===== config.mk =====
export PLATFORM = sky130hd
export DESIGN_NAME = codec_cfg_sched
export DESIGN_NICKNAME = d
export VERILOG_FILES = /design/src/rtl/codec_cfg_sched.sv
export SDC_FILE = /design/constraint.sdc
export NUM_CORES = 1
export LEC_CHECK = 0
export CAP_MARGIN = 20
export CORE_UTILIZATION = 54
export DETAILED_ROUTE_END_ITERATION = 10
export PLACE_DENSITY = 0.86
export SETUP_SLACK_MARGIN = 0.05
export SYNTH_ARGS = -nofsm -noshare
export SYNTH_HDL_FRONTEND = slang
export SYNTH_SLANG_ARGS = --single-unit
export TNS_END_PERCENT = 50

===== constraint.sdc =====
create_clock -name Clk -period 2.7 [get_ports Clk]
set_clock_uncertainty 0.15 [all_clocks]
set_input_delay 0.81 -clock Clk [delete_from_list [all_inputs] [get_ports Clk]]
set_output_delay 0.81 -clock Clk [all_outputs]
set_load 0.1 [all_outputs]

===== src/rtl/codec_cfg_sched.sv =====
// WM8731 control-port write scheduler: power-up wait, fixed init table, then
// headphone-volume writes on request. Frames are loaded and started on the edge entering an ISSUE state.
module codec_cfg_sched #(
    parameter logic [7:0] DEV_ADDR  = 8'h34,
    parameter int         PWR_DLY   = 16,
    parameter int         MAX_RETRY = 3
) (
    input  logic        Clk,
    input  logic        Rst_n,
    input  logic        Go,
    input  logic [7:0]  volume,
    output logic        i2c_start,
    output logic [23:0] i2c_wdata,
    input  logic        i2c_done,
    input  logic        i2c_nack,
    output logic        init_done,
    output logic        busy,
    output logic        cfg_err
);

    localparam int CNT_W = (PWR_DLY > 1) ? $clog2(PWR_DLY) : 1;
    localparam int RTY_W = (MAX_RETRY > 0) ? $clog2(MAX_RETRY + 1) : 1;
    localparam logic [CNT_W-1:0] CNT_LAST = CNT_W'(PWR_DLY - 1);
    localparam logic [RTY_W-1:0] RTY_MAX  = RTY_W'(MAX_RETRY);

    typedef enum logic [2:0] {
        PWR_WAIT, INIT_ISSUE, INIT_WAIT, IDLE, VOL_ISSUE, VOL_WAIT
    } state_t;

    state_t             state;
    logic [CNT_W-1:0]   cnt;
    logic [3:0]         idx;
    logic [RTY_W-1:0]   retry;
    logic [7:0]         cur_vol;
    logic               vol_pend;
    logic [23:0]        vol_frame;
    logic               nack_retry;
    logic               nack_final;

    // {reg[6:0], data[8:0]} for each init step; entry 3 tracks the live volume
    function automatic logic [15:0] init_entry(input logic [3:0] i, input logic [7:0] vol);
        case (i)
            4'd0:    return {7'd15, 9'h000};
            4'd1:    return {7'd0,  9'h017};
            4'd2:    return {7'd1,  9'h017};
            4'd3:    return {7'd2,  1'b1, vol};
            4'd4:    return {7'd4,  9'h012};
            4'd5:    return {7'd5,  9'h000};
            4'd6:    return {7'd6,  9'h000};
            4'd7:    return {7'd7,  9'h002};
            4'd8:    return {7'd8,  9'h000};
            default: return {7'd9,  9'h001};
        endcase
    endfunction

    assign vol_frame  = {DEV_ADDR, 7'd2, 1'b1, cur_vol};
    assign nack_retry = i2c_nack && (retry < RTY_MAX);
    assign nack_final = i2c_nack && (retry == RTY_MAX);

    always_ff @(posedge Clk) begin
        if (!Rst_n) begin
            state     <= PWR_WAIT;
            cnt       <= '0;
            idx       <= '0;
            retry     <= '0;
            cur_vol   <= 8'hC3;
            vol_pend  <= 1'b0;
            i2c_start <= 1'b0;
            i2c_wdata <= '0;
            init_done <= 1'b0;
            busy      <= 1'b1;
            cfg_err   <= 1'b0;
        end else begin
            i2c_start <= 1'b0;
            busy      <= 1'b1;
            case (state)
                PWR_WAIT: begin
                    if (cnt == CNT_LAST) begin
                        state     <= INIT_ISSUE;
                        i2c_wdata <= {DEV_ADDR, init_entry(idx, cur_vol)};
                        i2c_start <= 1'b1;
                    end else begin
                        cnt <= cnt + 1'b1;
                    end
                end
                INIT_ISSUE: state <= INIT_WAIT;
                INIT_WAIT: begin
                    if (i2c_done) begin
                        if (nack_retry) begin
                            // frame register is left untouched, so the retry resends it verbatim
                            retry     <= retry + 1'b1;
                            state     <= INIT_ISSUE;
                            i2c_start <= 1'b1;
                        end else begin
                            retry <= '0;
                            if (nack_final) cfg_err <= 1'b1;
                            if (idx == 4'd9) begin
                                init_done <= 1'b1;
                                if (vol_pend) begin
                                    state     <= VOL_ISSUE;
                                    i2c_wdata <= vol_frame;
                                    i2c_start <= 1'b1;
                                    vol_pend  <= 1'b0;
                                end else begin
                                    state <= IDLE;
                                    busy  <= 1'b0;
                                end
                            end else begin
                                idx       <= idx + 4'd1;
                                state     <= INIT_ISSUE;
                                i2c_wdata <= {DEV_ADDR, init_entry(idx + 4'd1, cur_vol)};
                                i2c_start <= 1'b1;
                            end
                        end
                    end
                end
                IDLE: begin
                    if (vol_pend) begin
                        state     <= VOL_ISSUE;
                        i2c_wdata <= vol_frame;
                        i2c_start <= 1'b1;
                        vol_pend  <= 1'b0;
                    end else begin
                        busy <= 1'b0;
                    end
                end
                VOL_ISSUE: state <= VOL_WAIT;
                VOL_WAIT: begin
                    if (i2c_done) begin
                        if (nack_retry) begin
                            retry     <= retry + 1'b1;
                            state     <= VOL_ISSUE;
                            i2c_start <= 1'b1;
                        end else begin
                            retry <= '0;
                            if (nack_final) cfg_err <= 1'b1;
                            if (vol_pend) begin
                                state     <= VOL_ISSUE;
                                i2c_wdata <= vol_frame;
                                i2c_start <= 1'b1;
                                vol_pend  <= 1'b0;
                            end else begin
                                state <= IDLE;
                                busy  <= 1'b0;
                            end
                        end
                    end
                end
                default: state <= PWR_WAIT;
            endcase
            // last assignment wins, so a request racing the issue edge stays pending
            if (Go) begin
                cur_vol  <= volume;
                vol_pend <= 1'b1;
            end
        end
    end

endmodule


# Yosys cells after proc, flatten, opt, wreduce, memory -nomap -nowiden
# Cells that the tools add are included.
word_totals:
  elab_cells: 107
  output_inout_bits: 28
  register_bits: 50
op_classes:
  add_sub_neg: 3
  reduce_logical: 16
  n_eq_ne: 35
  n_bitwise: 3
  n_lt_le_gt_ge: 1
  muxes: 38
op_table:
  columns: ["operator", "count"]
  rows:
  - ["one-hot mux 13 bit (9 select lines)", 2]
  - ["2-to-1 mux 24 bit", 7]
  - ["one-hot mux 24 bit (4 select lines)", 1]
  - ["== test 4 x 3 -> 1 bit, second input constant", 8]
  - ["2-to-1 mux 3 bit", 8]
  - ["one-hot mux 3 bit (6 select lines)", 1]
  - ["== test 4 x 2 -> 1 bit, second input constant", 4]
  - ["== test 4 bit, second input constant", 4]
  - ["AND reduction 4 bit", 4]
  - ["2-to-1 mux 1 bit", 15]
  - ["!= test 3 bit, second input constant", 5]
  - ["!= test 2 bit, second input constant", 6]
  - ["AND reduction 6 bit", 2]
  - ["adder 4 x 1 -> 4 bit, second input constant", 2]
  - ["== test 4 x 1 -> 1 bit, second input constant", 2]
  - ["logical NOT 4 bit", 2]
  - ["nonzero test 4 bit", 2]
  - ["== test 3 x 2 -> 1 bit, second input constant", 2]
  - ["== test 3 bit, second input constant", 2]
  - ["one-hot mux 1 bit (3 select lines)", 2]
  - ["one-hot mux 1 bit (4 select lines)", 1]
  - ["AND reduction 2 bit", 2]
  - ["== test 3 x 1 -> 1 bit, second input constant", 1]
  - ["logical NOT 3 bit", 1]
  - ["other kinds (7)", 10]

# Longest topological paths before layout
depth:
  depth_word: 7
  ltp_mapped: 9
  depth_no_buf: 7

# Worst setup path before layout
# No wires, ideal clock.
synth_path:
  kind: "register to register"
  from: "register idx[1]"
  to: "register i2c_wdata[4]"
  path_buffers: 2
  arrival_time_ps: 2099
  setup_ps: 122
  setup_slack_ps: 329
  synth_period_minus_slack_ps: 2371
  path_stages_with_launch: 10
  cell_sequence: "dfxtp_1 inv_1 ha_1 buf_6 and3b_4 buf_6 a211oi_4 nor2_2 a211o_1 o311a_1"
synth_via:
  elab_chain_len: 7
  word_cells_on_any_way: 27
  cone_classes: "add/sub: 1; eq/ne: 17; mux: 7; reduce/logical: 2"
synth_rtl:
  columns: ["element", "line", "rtl"]
  rows:
  - ["start: declaration", "32", "logic [3:0] idx;"]
  - ["start signal: assignment", "109", "idx <= idx + 4'd1;"]
  - ["adder 4 x 1 -> 4 bit", "111", "i2c_wdata <= {DEV_ADDR, init_entry(idx + 4'd1, cur_vol)};"]
  - ["== test 4 bit (tied with other cells)", "42", "case (i)"]
  - ["one-hot mux 13 bit (9 select lines)", "42", null]
  - ["2-to-1 mux 24 bit", "97", "if (idx == 4'd9) begin"]
  - ["2-to-1 mux 24 bit", "89", "if (nack_retry) begin"]
  - ["2-to-1 mux 24 bit", "88", "if (i2c_done) begin"]
  - ["one-hot mux 24 bit (4 select lines) *", "76", "case (state)"]
  - ["end signal: assignment", "80", "i2c_wdata <= {DEV_ADDR, init_entry(idx, cur_vol)};"]
  - ["end signal: assignment", "101", "i2c_wdata <= vol_frame;"]
  - ["end signal: assignment", "111", null]
  - ["end: declaration", "13", "output logic [23:0] i2c_wdata,"]
# Every way passes the cells marked *; elsewhere a longest branch is shown, timed or not. The select of a mux whose other input is x is not followed.
# A chain may end at the register's enable or synchronous reset.

# Worst setup path after layout
# Ends and elaborated chain as after synthesis.

==> flow_summary_export.csv <==
group,metric,value,unit
run_status,status,"completed",
synthesis,synthCells,339,
grt,overflow,0,
placed_design,dp.cells,433,
route,vias_per_cell,6.15,
floorplanning,core,4880,um^2
sta,finalHoldViolCount,0,
clock_tree,postCtsHoldBufs,0,
clock_tree,clockBufferDepth,2,
layout,fin_nets,394,
route,vias,2708,
pwr,p_leak,1.38,nW
critical_path,critPathKind,"reg -> reg",
sta,whs,0.321,ns
placed_design,routabilityCongestion,0.904,
clock_tree,numCtsBuffers,5,
clock_tree,cts.reportedPaths.clkPinSlew,0.09,ns
critical_path,critPathMaxStageDelay,0.49,ns
floorplanning,die-area,5500,um^2
critical_path,cp-end-kind,"flop",
synthesis,yosysMostFrequentCell,"dfxtp_1",
synthesis,ys_seq_area_share,35.6,%
layout,fillCellCount,414,
synthesis,ys_top_cells_by_count,"dfxtp_1 (50), nor2_1 (34), a21oi_1 (22), nand2_1 (22), o21ai_0 (21)",
synthesis,synth_top_area_share,35.6,%
synthesis,ys.flop_type,"dfxtp_1",
clock_tree,insertion_delay,0.31,ns
critical_path,crit_family,"compound AO/OA/AOI/OAI gates",
route,drt_iter0_drc,303,
layout,final_cells,440,
layout,drive_gt1_share,16.9,%
placed_design,post-place-ws,0.0437,ns
synthesis,synth_area,2810,um^2
layout,diodes,0,
synthesis,yosys_register_bits,50,
sta,post-route-min-period,2.45,ns
flow_run,cap_violations,0,
floorplanning,die_y,74.2,um
route,drtAntennaViolNets,0,
layout,syn2layout_area_growth,16.9,%
clock_tree,root_buffer,"clkbuf_8",
pwr,finalPower,1.27,mW
synthesis,synth.distinct_cells,68,
clock_tree,cts_tree,"built",
synthesis,syn_area_per_cell,8.30,um^2
grt,grt_pass1_vias,2442,
floorplanning,boundaryPins,41,
clock_tree,cts.htree.levels,2,
route,wl_per_cell,16.4,um
layout,seq_area,1000,um^2
pwr,power_density,386,nW/um^2
floorplanning,row_count,25,
floorplanning,die_w,74.2,um
critical_path,worstPathRequired,2.76,ns
sta,setup_viol,0,
layout,multi_input_area,1650,um^2
synthesis,async_flop_share,0,%
critical_path,crit_slowest_cell,"dfxtp_1",
route,routed_wirelength,7.21,mm
critical_path,start_kind,"flop",
placed_design,place_hpwl,5.31,mm
sta,worst_pin_slew,0.634,ns
clock_tree,cts_sinks,50,
grt,antenna_found_initial,0,
critical_path,crit_fanout,9,
route,drt_pass1_iterations,5,
sta,setup_slack,0.252,ns
sta,relSlewSlack,57.7,%
critical_path,arrival,2.50,ns
sta,tns,0,ns
placed_design,place_area,3200,um^2
clock_tree,post_cts_buffers,0,
route,route.detailed.drc,0,
grt,grt_max_degree,20,
synthesis,synth_area_leader_cell,"dfxtp_1",
sta,clock.fmax,0.409,GHz
sta,rsz0062_at_grt,"false",
critical_path,r2r_start,"idx[1]",
critical_path,crit_chain,"inv_1, ha_1, and3b_4, a211oi_4, nor2_2, a211o_1, o311a_1",
pwr,worst_ir_drop_vdd,0.394,mV
critical_path,path_buf_inv,1,
layout,fin_util,67.4,%
synthesis,synth_nets,360,
hold_path,hold_path.class,"reg -> reg",
sta,slew_violations,0,
grt,grt_pass1_wl,11.9,mm
critical_path,startpoint,"idx[1]",
hold_path,hp-start,"cur_vol[5]",
synthesis,yosys-top-cells-area,"dfxtp_1 (36%), mux2i_1 (4.6%), nor2_1 (4.5%)",
synthesis,ys.warnings.count,0,
layout,design_area,3290,um^2
synthesis,synth-edff-count,0,
grt,globalRouteTotalUtil,28.3,%
placed_design,portBuffers,40,
floorplanning,initial_core_util,57.6,%
sta,finalCritPeriodShare,90.7,%
clock_tree,cts_resized,0,
==> per-layer routing <==
layer  up-vias  share of wire, %  GRT usage [%]
li1       1288                 -              -
met1      1295                44           38.4
met2       106                47           44.4
met3        19               6.0           5.01
met4         0               2.1           11.5
met5         -                 0              0
==> cell type report <==
| type | count | share of cell area, % |
|---|---|---|
| multi-input combinational | 253 | 50.2 |
| sequential | 50 | 30.4 |
| timing repair buffer | 54 | 13.2 |
| tap | 67 | 2.55 |
| clock buffer | 5 | 2.09 |
| inverter | 9 | 1.03 |
| clock inverter | 2 | 0.457 |
==> state kept, by name (all words and copies together), names as in the netlist <==
| register | cells |
|---|---|
| i2c_wdata | 24 |
| cur_vol | 8 |
| cnt | 4 |
| idx | 4 |
| state | 3 |
| retry | 2 |
| busy | 1 |
| cfg_err | 1 |
| i2c_start | 1 |
| init_done | 1 |
| vol_pend | 1 |
==> power by group <==
part	total (mW)	switching (mW)	internal (mW)
Combinational	0.0778	0.0390	0.0388
Sequential	0.761	0.0117	0.749
Clock	0.430	0.253	0.177
Total	1.27	0.304	0.965
==> logic make-up (layout without fill, tap and decap cells) <==
kind of cell             Yosys count  count (layout)  synth area share (%)
AND/OR/NAND/NOR                  126             126                  23.8
AO/OA/AOI/OAI                     99              99                  24.3
flip-flops                        50              50                  35.6
buffers and inverters             36              70                  5.74
multiplexers                      14              14                  5.03
adder cells (fa/ha/maj)            9               9                  3.91
XOR/XNOR                           5               5                  1.56
==> cell usage in the layout (no fill, tap or decap), types with 6 or more instances in the layout <==
| master | instances |
|---|---|
| nor2b_1 | 6 |
| nor3_1 | 11 |
| dfxtp_1 | 50 |
| nand2_1 | 22 |
| o21a_1 | 7 |
| clkdlybuf4s50_1 | 12 |
| nor2_1 | 34 |
| inv_1 | 9 |
| a21oi_1 | 22 |
| mux2i_1 | 13 |
| buf_4 | 42 |
| and3_1 | 10 |
| o21ai_0 | 21 |
| ha_1 | 8 |
| nand2b_1 | 9 |
| nor4_1 | 6 |
==> path summary, 6_finish.rpt <==
kind	to	slack [ns]	cells past startpoint
max reg2reg	i2c_wdata[4]	0.25	7
min reg2reg	i2c_wdata[5]	0.32	1
max	i2c_wdata[4]	0.25	7
min	i2c_wdata[5]	0.32	1
Power figures use the tool's default switching activity.
==> variant 1 (same flow settings) <==
Encoding of `state_t`: now Gray code (3 bits for 6 states).
--- a/src/rtl/codec_cfg_sched.sv
+++ b/src/rtl/codec_cfg_sched.sv
@@ -24,7 +24,7 @@
     localparam logic [RTY_W-1:0] RTY_MAX  = RTY_W'(MAX_RETRY);
 
     typedef enum logic [2:0] {
-        PWR_WAIT, INIT_ISSUE, INIT_WAIT, IDLE, VOL_ISSUE, VOL_WAIT
+        PWR_WAIT = 3'b000, INIT_ISSUE = 3'b001, INIT_WAIT = 3'b011, IDLE = 3'b010, VOL_ISSUE = 3'b110, VOL_WAIT = 3'b111
     } state_t;
 
     state_t             state;
Behaviour: no difference found for any inputs over 10 cycles, from zero or initial values and one cycle with Rst_n low; not proved beyond that.
==> variant 1 against the unedited design <==
  * Wire length fell by 8.9%
  * Cell area fell by 2.3%
  * Area after synthesis fell by 3.4%
  * Worst setup slack improved by 68 ps
  * Sequential cell count did not move
  * Global-route usage fell by 1.7 points
  * Critical endpoint is now i2c_wdata[9]
Power is not compared: it rests on default switching activity, and its combinational part moved more than twofold at a synthesized area within 25%.
==> variant 1: results (changes against the unedited design) <==
| Metric | Value |
|---|---|
| Largest registers | i2c_wdata x24, cur_vol x8 (unchanged) |
| Total track usage | 26.6% (was 28.3%) |
| Total CTS buffers | 5 (unchanged) |
| Final #Nets | 381 (was 394) |
| Post-synthesis sequential area ratio | 36.8% (was 35.6%) |
| CP max FO | 14 (was 9) |
| Pin count of the biggest net entering global routing | 20 (unchanged) |
| Total wire length | 6.57 mm (was 7.21 mm) |
| Post-synth net total | 342 (was 360) |
| Via Count | 2494 (was 2708) |
| Yosys warns | 0 (unchanged) |
| Placement Setup Slack | 112 ps (was 43.7 ps) |
| Ant diodes | 0 (unchanged) |
| Power Sequential | 0.000827 W |
| Gpl congestion | 0.952 (was 0.904) |
| Most frequent cells after synthesis | 50 x dfxtp_1, 33 x nor2_1, 26 x a21oi_1 (was 50 x dfxtp_1, 34 x nor2_1, 22 x a21oi_1, 22 x nand2_1, 21 x o21ai_0) |
| Reported net switching power | 0.000593 W |
| Worst vdd ir | 0.000452 V |
| Vias in the first global route | 2279 (was 2442) |
| Post-synth top area share | 36.8% (was 35.6%) |
| Synth cell types | 60 (was 68) |
| Slowest stage cell, crit path | or4_1 (was dfxtp_1) |
| Clock power frac | 26.1% |
| Synth top area cells | dfxtp_1 37%, mux2i_1 5.9%, a21oi_1 4.8% (was dfxtp_1 36%, mux2i_1 4.6%, nor2_1 4.5%) |
| Number of buffer cells added on primary ports | 40 (unchanged) |
| Hold WC Path Type | register to register (unchanged) |
| Leak | 1.30 nW |
| Layout cell share with drive strength beyond 1 | 18.8% (was 16.9%) |
| Max stage delay on crit path | 520 ps (was 490 ps) |
| Critical path data arrival time | 2430 ps (was 2500 ps) |
| First-pass GRT wire length | 11.0 mm (was 11.9 mm) |
| Iteration-0 DRC Markers | 120 (was 303) |
| Initial antenna violation count | 0 (unchanged) |
| DPL Wire Length | 4.77 mm (was 5.31 mm) |
| Status | complete, no violations (unchanged) |
| Slew @ Worst Pin | 603 ps (was 634 ps) |
| Family with the most delay on the worst path | compound AO/OA/AOI/OAI gates (unchanged) |
| CTS Root Cell | clkbuf_8 (unchanged) |
| H-tree depth | 2 (unchanged) |
| Clk slew on worst S/H paths | 90 ps (about the same) |
## variant 1: changes by cell type after synthesis, sizes merged, moves of 5 or more
cell | before | now
a21oi | 22 | 27
and2 | 5 | 13
and3 | 11 | 4
clkbuf | 15 | 10
nand3 | 4 | 9
o21a | 7 | 1
## variant 1: timing repair
item / CTS / global route
setup endpoints to repair: 0 / 3
resized for setup: 0 / 0
setup buffers: 0 / 2
## variant 1: final timing paths
kind,from,slack (ps),to,depth (start not counted)
max,idx[0],320,i2c_wdata[9],6
min,retry[1],320,retry[1],2
max reg2reg,idx[0],320,i2c_wdata[9],6
min reg2reg,retry[1],320,retry[1],2
## variant 1: cell families after synthesis
group / count (synthesis) / share of synthesized area (%)
AO/OA/AOI/OAI: 92 / 23.2
XOR/XNOR: 6 / 1.93
adder cells (fa/ha/maj): 7 / 3.22
buffers and inverters: 32 / 5.85
flip-flops: 50 / 36.8
multiplexers: 19 / 7.14
AND/OR/NAND/NOR: 116 / 21.9
## variant 1: routing by layer
metal | up-vias | GRT usage [%] | share of wire (%)
met1 | 1166 | 34.9 | 45
met4 | 0 | 6.97 | 1.1
met3 | 7 | 4.14 | 5.4
met5 | - | 0 | 0
met2 | 86 | 45.4 | 49
li1 | 1235 | - | -
## variant 1: metrics by stage
stage	hold WS, ps	cell area [um^2]	total power [W]	util [%]	instances
3_3_place_gp	295	3110	0.00124	64.9	419
4_1_cts	321	3200	0.00168	66.8	427
2_1_floorplan	286	2720	0.00115	-	322
5_1_grt	335	3210	0.00175	67.1	429
3_5_place_dp	295	3110	0.00125	64.9	419
6_report	320	3210	0.00168	67.1	429
## variant 1: area by class of cell
type	count	area [um^2]
fillers	392	1570
multi-input cells	240	1560
flip-flops and latches	50	1000
repair buffers	56	450
well taps	67	83.8
clock buffers	5	68.8
inverters	8	30.0
clock inverters	3	21.3
==> variant 2 (same flow settings) <==
Without the edit above. Change the parameter `MAX_RETRY` from 3 to 6.
--- a/src/rtl/codec_cfg_sched.sv
+++ b/src/rtl/codec_cfg_sched.sv
@@ -3,7 +3,7 @@
 module codec_cfg_sched #(
     parameter logic [7:0] DEV_ADDR  = 8'h34,
     parameter int         PWR_DLY   = 16,
-    parameter int         MAX_RETRY = 3
+    parameter int         MAX_RETRY = 6
 ) (
     input  logic        Clk,
     input  logic        Rst_n,
Behaviour: no difference found for any inputs over 10 cycles, from zero or initial values and one cycle with Rst_n low; that may be too few to reach the edited logic, so the function may still have changed.
==> variant 2 against the unedited design <==
  * Cell count grew 4.1%
  * Sequential cell count grew 1
  * Wire length increased by 2.4%
  * Utilization up 0.46 points
  * Worst setup slack worse by 14 ps
  * Cell area rose by 6.1%
  * Total power grew 11%
  * Area after synthesis grew 2.9%
  * Highest routed layer unchanged
==> variant 2: results (changes against the unedited design) <==
| Metric | Value |
|---|---|
| Placement Setup Slack | -58.4 ps (was 43.7 ps) |
| First-pass GRT wire length | 12.0 mm (was 11.9 mm) |
| DP Area | 3370 um^2 (was 3200 um^2) |
| Worst skew pair latency | 310 ps (about the same) |
| Sequential Area | 1020 um^2 (was 1000 um^2) |
| Pin count of the biggest net entering global routing | 26 (was 20) |
| Total grt overflow | 0 (unchanged) |
| Synth top area cells | dfxtp_1 35%, nand2_1 4.4%, nor2_1 4.4% (was dfxtp_1 36%, mux2i_1 4.6%, nor2_1 4.5%) |
| Number of buffer cells added on primary ports | 40 (unchanged) |
| Drt first pass iters | 6 (was 5) |
| Layout cell share with drive strength beyond 1 | 21.1% (was 16.9%) |
| Total CTS buffers | 5 (unchanged) |
| Post-synthesis sequential area ratio | 35.3% (was 35.6%) |
| Iteration-0 DRC Markers | 418 (was 303) |
| Most frequent cells after synthesis | 51 x dfxtp_1, 34 x nand2_1, 34 x nor2_1 (was 50 x dfxtp_1, 34 x nor2_1, 22 x a21oi_1, 22 x nand2_1, 21 x o21ai_0) |
| Post-synth ARST share | 0% (unchanged) |
| Family with the most delay on the worst path | compound AO/OA/AOI/OAI gates (unchanged) |
| Initial antenna violation count | 0 (unchanged) |
| CP max FO | 5 (was 9) |
| Clk slew on worst S/H paths | 100 ps |
| Post-synthesis instance total | 344 (was 339) |
| Clk buf depth | 2 (unchanged) |
| Post-route insts no fill | 458 (was 440) |
| Setup Buffers After CTS | 0 (unchanged) |
| Final #Nets | 409 (was 394) |
| Placed Cells | 450 (was 433) |
| DPL Wire Length | 5.07 mm (was 5.31 mm) |
| Slew @ Worst Pin | 765 ps (was 634 ps) |
| Synth cell types | 66 (was 68) |
| Hold WC Path Type | register to register (unchanged) |
| Status | complete, no violations (unchanged) |
| Slowest stage cell, crit path | clkdlybuf4s50_1 (was dfxtp_1) |
| Leak | 1.37 nW (was 1.38 nW) |
| Largest registers | i2c_wdata x24, cur_vol x8 (unchanged) |
| Total wire length | 7.38 mm (was 7.21 mm) |
| FILL cells | 437 (was 414) |
| Yosys warns | 0 (unchanged) |
| Gpl congestion | 0.925 (was 0.904) |
| Critical path data arrival time | 2560 ps (was 2500 ps) |
| Total track usage | 28.0% (was 28.3%) |
| EDFF count, synth | 0 (unchanged) |
| Main synth FF type | dfxtp_1 (unchanged) |
| Ant diodes | 0 (unchanged) |
| Post-synth net total | 366 (was 360) |
| Max stage delay on crit path | 520 ps (was 490 ps) |
| Vias per inst | 6.05 (was 6.15) |
| Vias in the first global route | 2557 (was 2442) |
| CTS Root Cell | clkbuf_8 (unchanged) |
| H-tree depth | 2 (unchanged) |
| Worst vdd ir | 0.000327 V (was 0.000394 V) |
==> variant 2: cell families (layout without fill, tap and decap cells) <==
| logic type | Yosys count | after routing | share of synthesized area [%] |
|---|---|---|---|
| mux | 13 | 13 | 4.62 |
| xor+xnor | 6 | 6 | 1.82 |
| buf+inv | 35 | 79 | 5.36 |
| flops | 51 | 51 | 35.3 |
| fa+ha+maj | 9 | 9 | 3.89 |
| simple gates | 126 | 126 | 22.7 |
| compound gates | 104 | 104 | 26.3 |
==> variant 2: final timing paths <==
kind / slack, ps / startpoint / cells past startpoint / to
setup / recovery: 240 / i2c_nack / 7 / i2c_wdata[4]
hold / removal: 330 / cur_vol[6] / 1 / i2c_wdata[6]
setup reg to reg: 240 / idx[1] / 6 / i2c_wdata[1]
hold reg to reg: 330 / cur_vol[6] / 1 / i2c_wdata[6]
==> variant 2: power breakdown <==
group	internal (W)	total (W)	switching, W	leakage [nW]
registers	0.000764	0.000778	0.0000146	0.413
clock network	0.000279	0.000549	0.000270	0.0548
logic	0.0000445	0.0000847	0.0000403	0.905
total	0.00109	0.00141	0.000325	1.37
==> variant 2: worst register-to-register path, delay by kind of cell (launching register included) <==
family,cells,cell delay (ps)
flops,1,500
fa+ha+maj,1,280
compound gates,2,570
buf+inv,1,110
simple gates,2,750
==> variant 2: routing by layer <==
| layer | vias up | GRT usage [%] | part of all wire [%] |
|---|---|---|---|
| li1 | 1340 | - | - |
| met1 | 1280 | 37.5 | 42 |
| met2 | 135 | 45.3 | 48 |
| met3 | 18 | 4.15 | 7.7 |
| met4 | 0 | 12.1 | 2.0 |
| met5 | - | 0 | 0 |
==> variant 2: timing repair <==
item	4_1_cts	5_1_grt
resized for setup	0	1
hold buffers	0	0
setup endpoints to repair	0	2
==> variant 2: through the flow <==
| step | hold slack (ps) | TNS [ps] |
|---|---|---|
| after floorplan | 292 | 0 |
| after global placement | 296 | 0 |
| after detailed placement | 303 | -77.9 |
| after CTS | 328 | 0 |
| after global routing | 335 | 0 |
| final | 327 | 0 |
==> variant 2: cell type report <==
class                      count  share of cell area [%]
clock buffer                   5                    1.97
clock inverter                 3                    1.33
inverter                      10                    1.08
multi-input combinational    258                    49.5
sequential                    51                    29.3
tap                           70                    2.51
timing repair buffer          61                    14.4
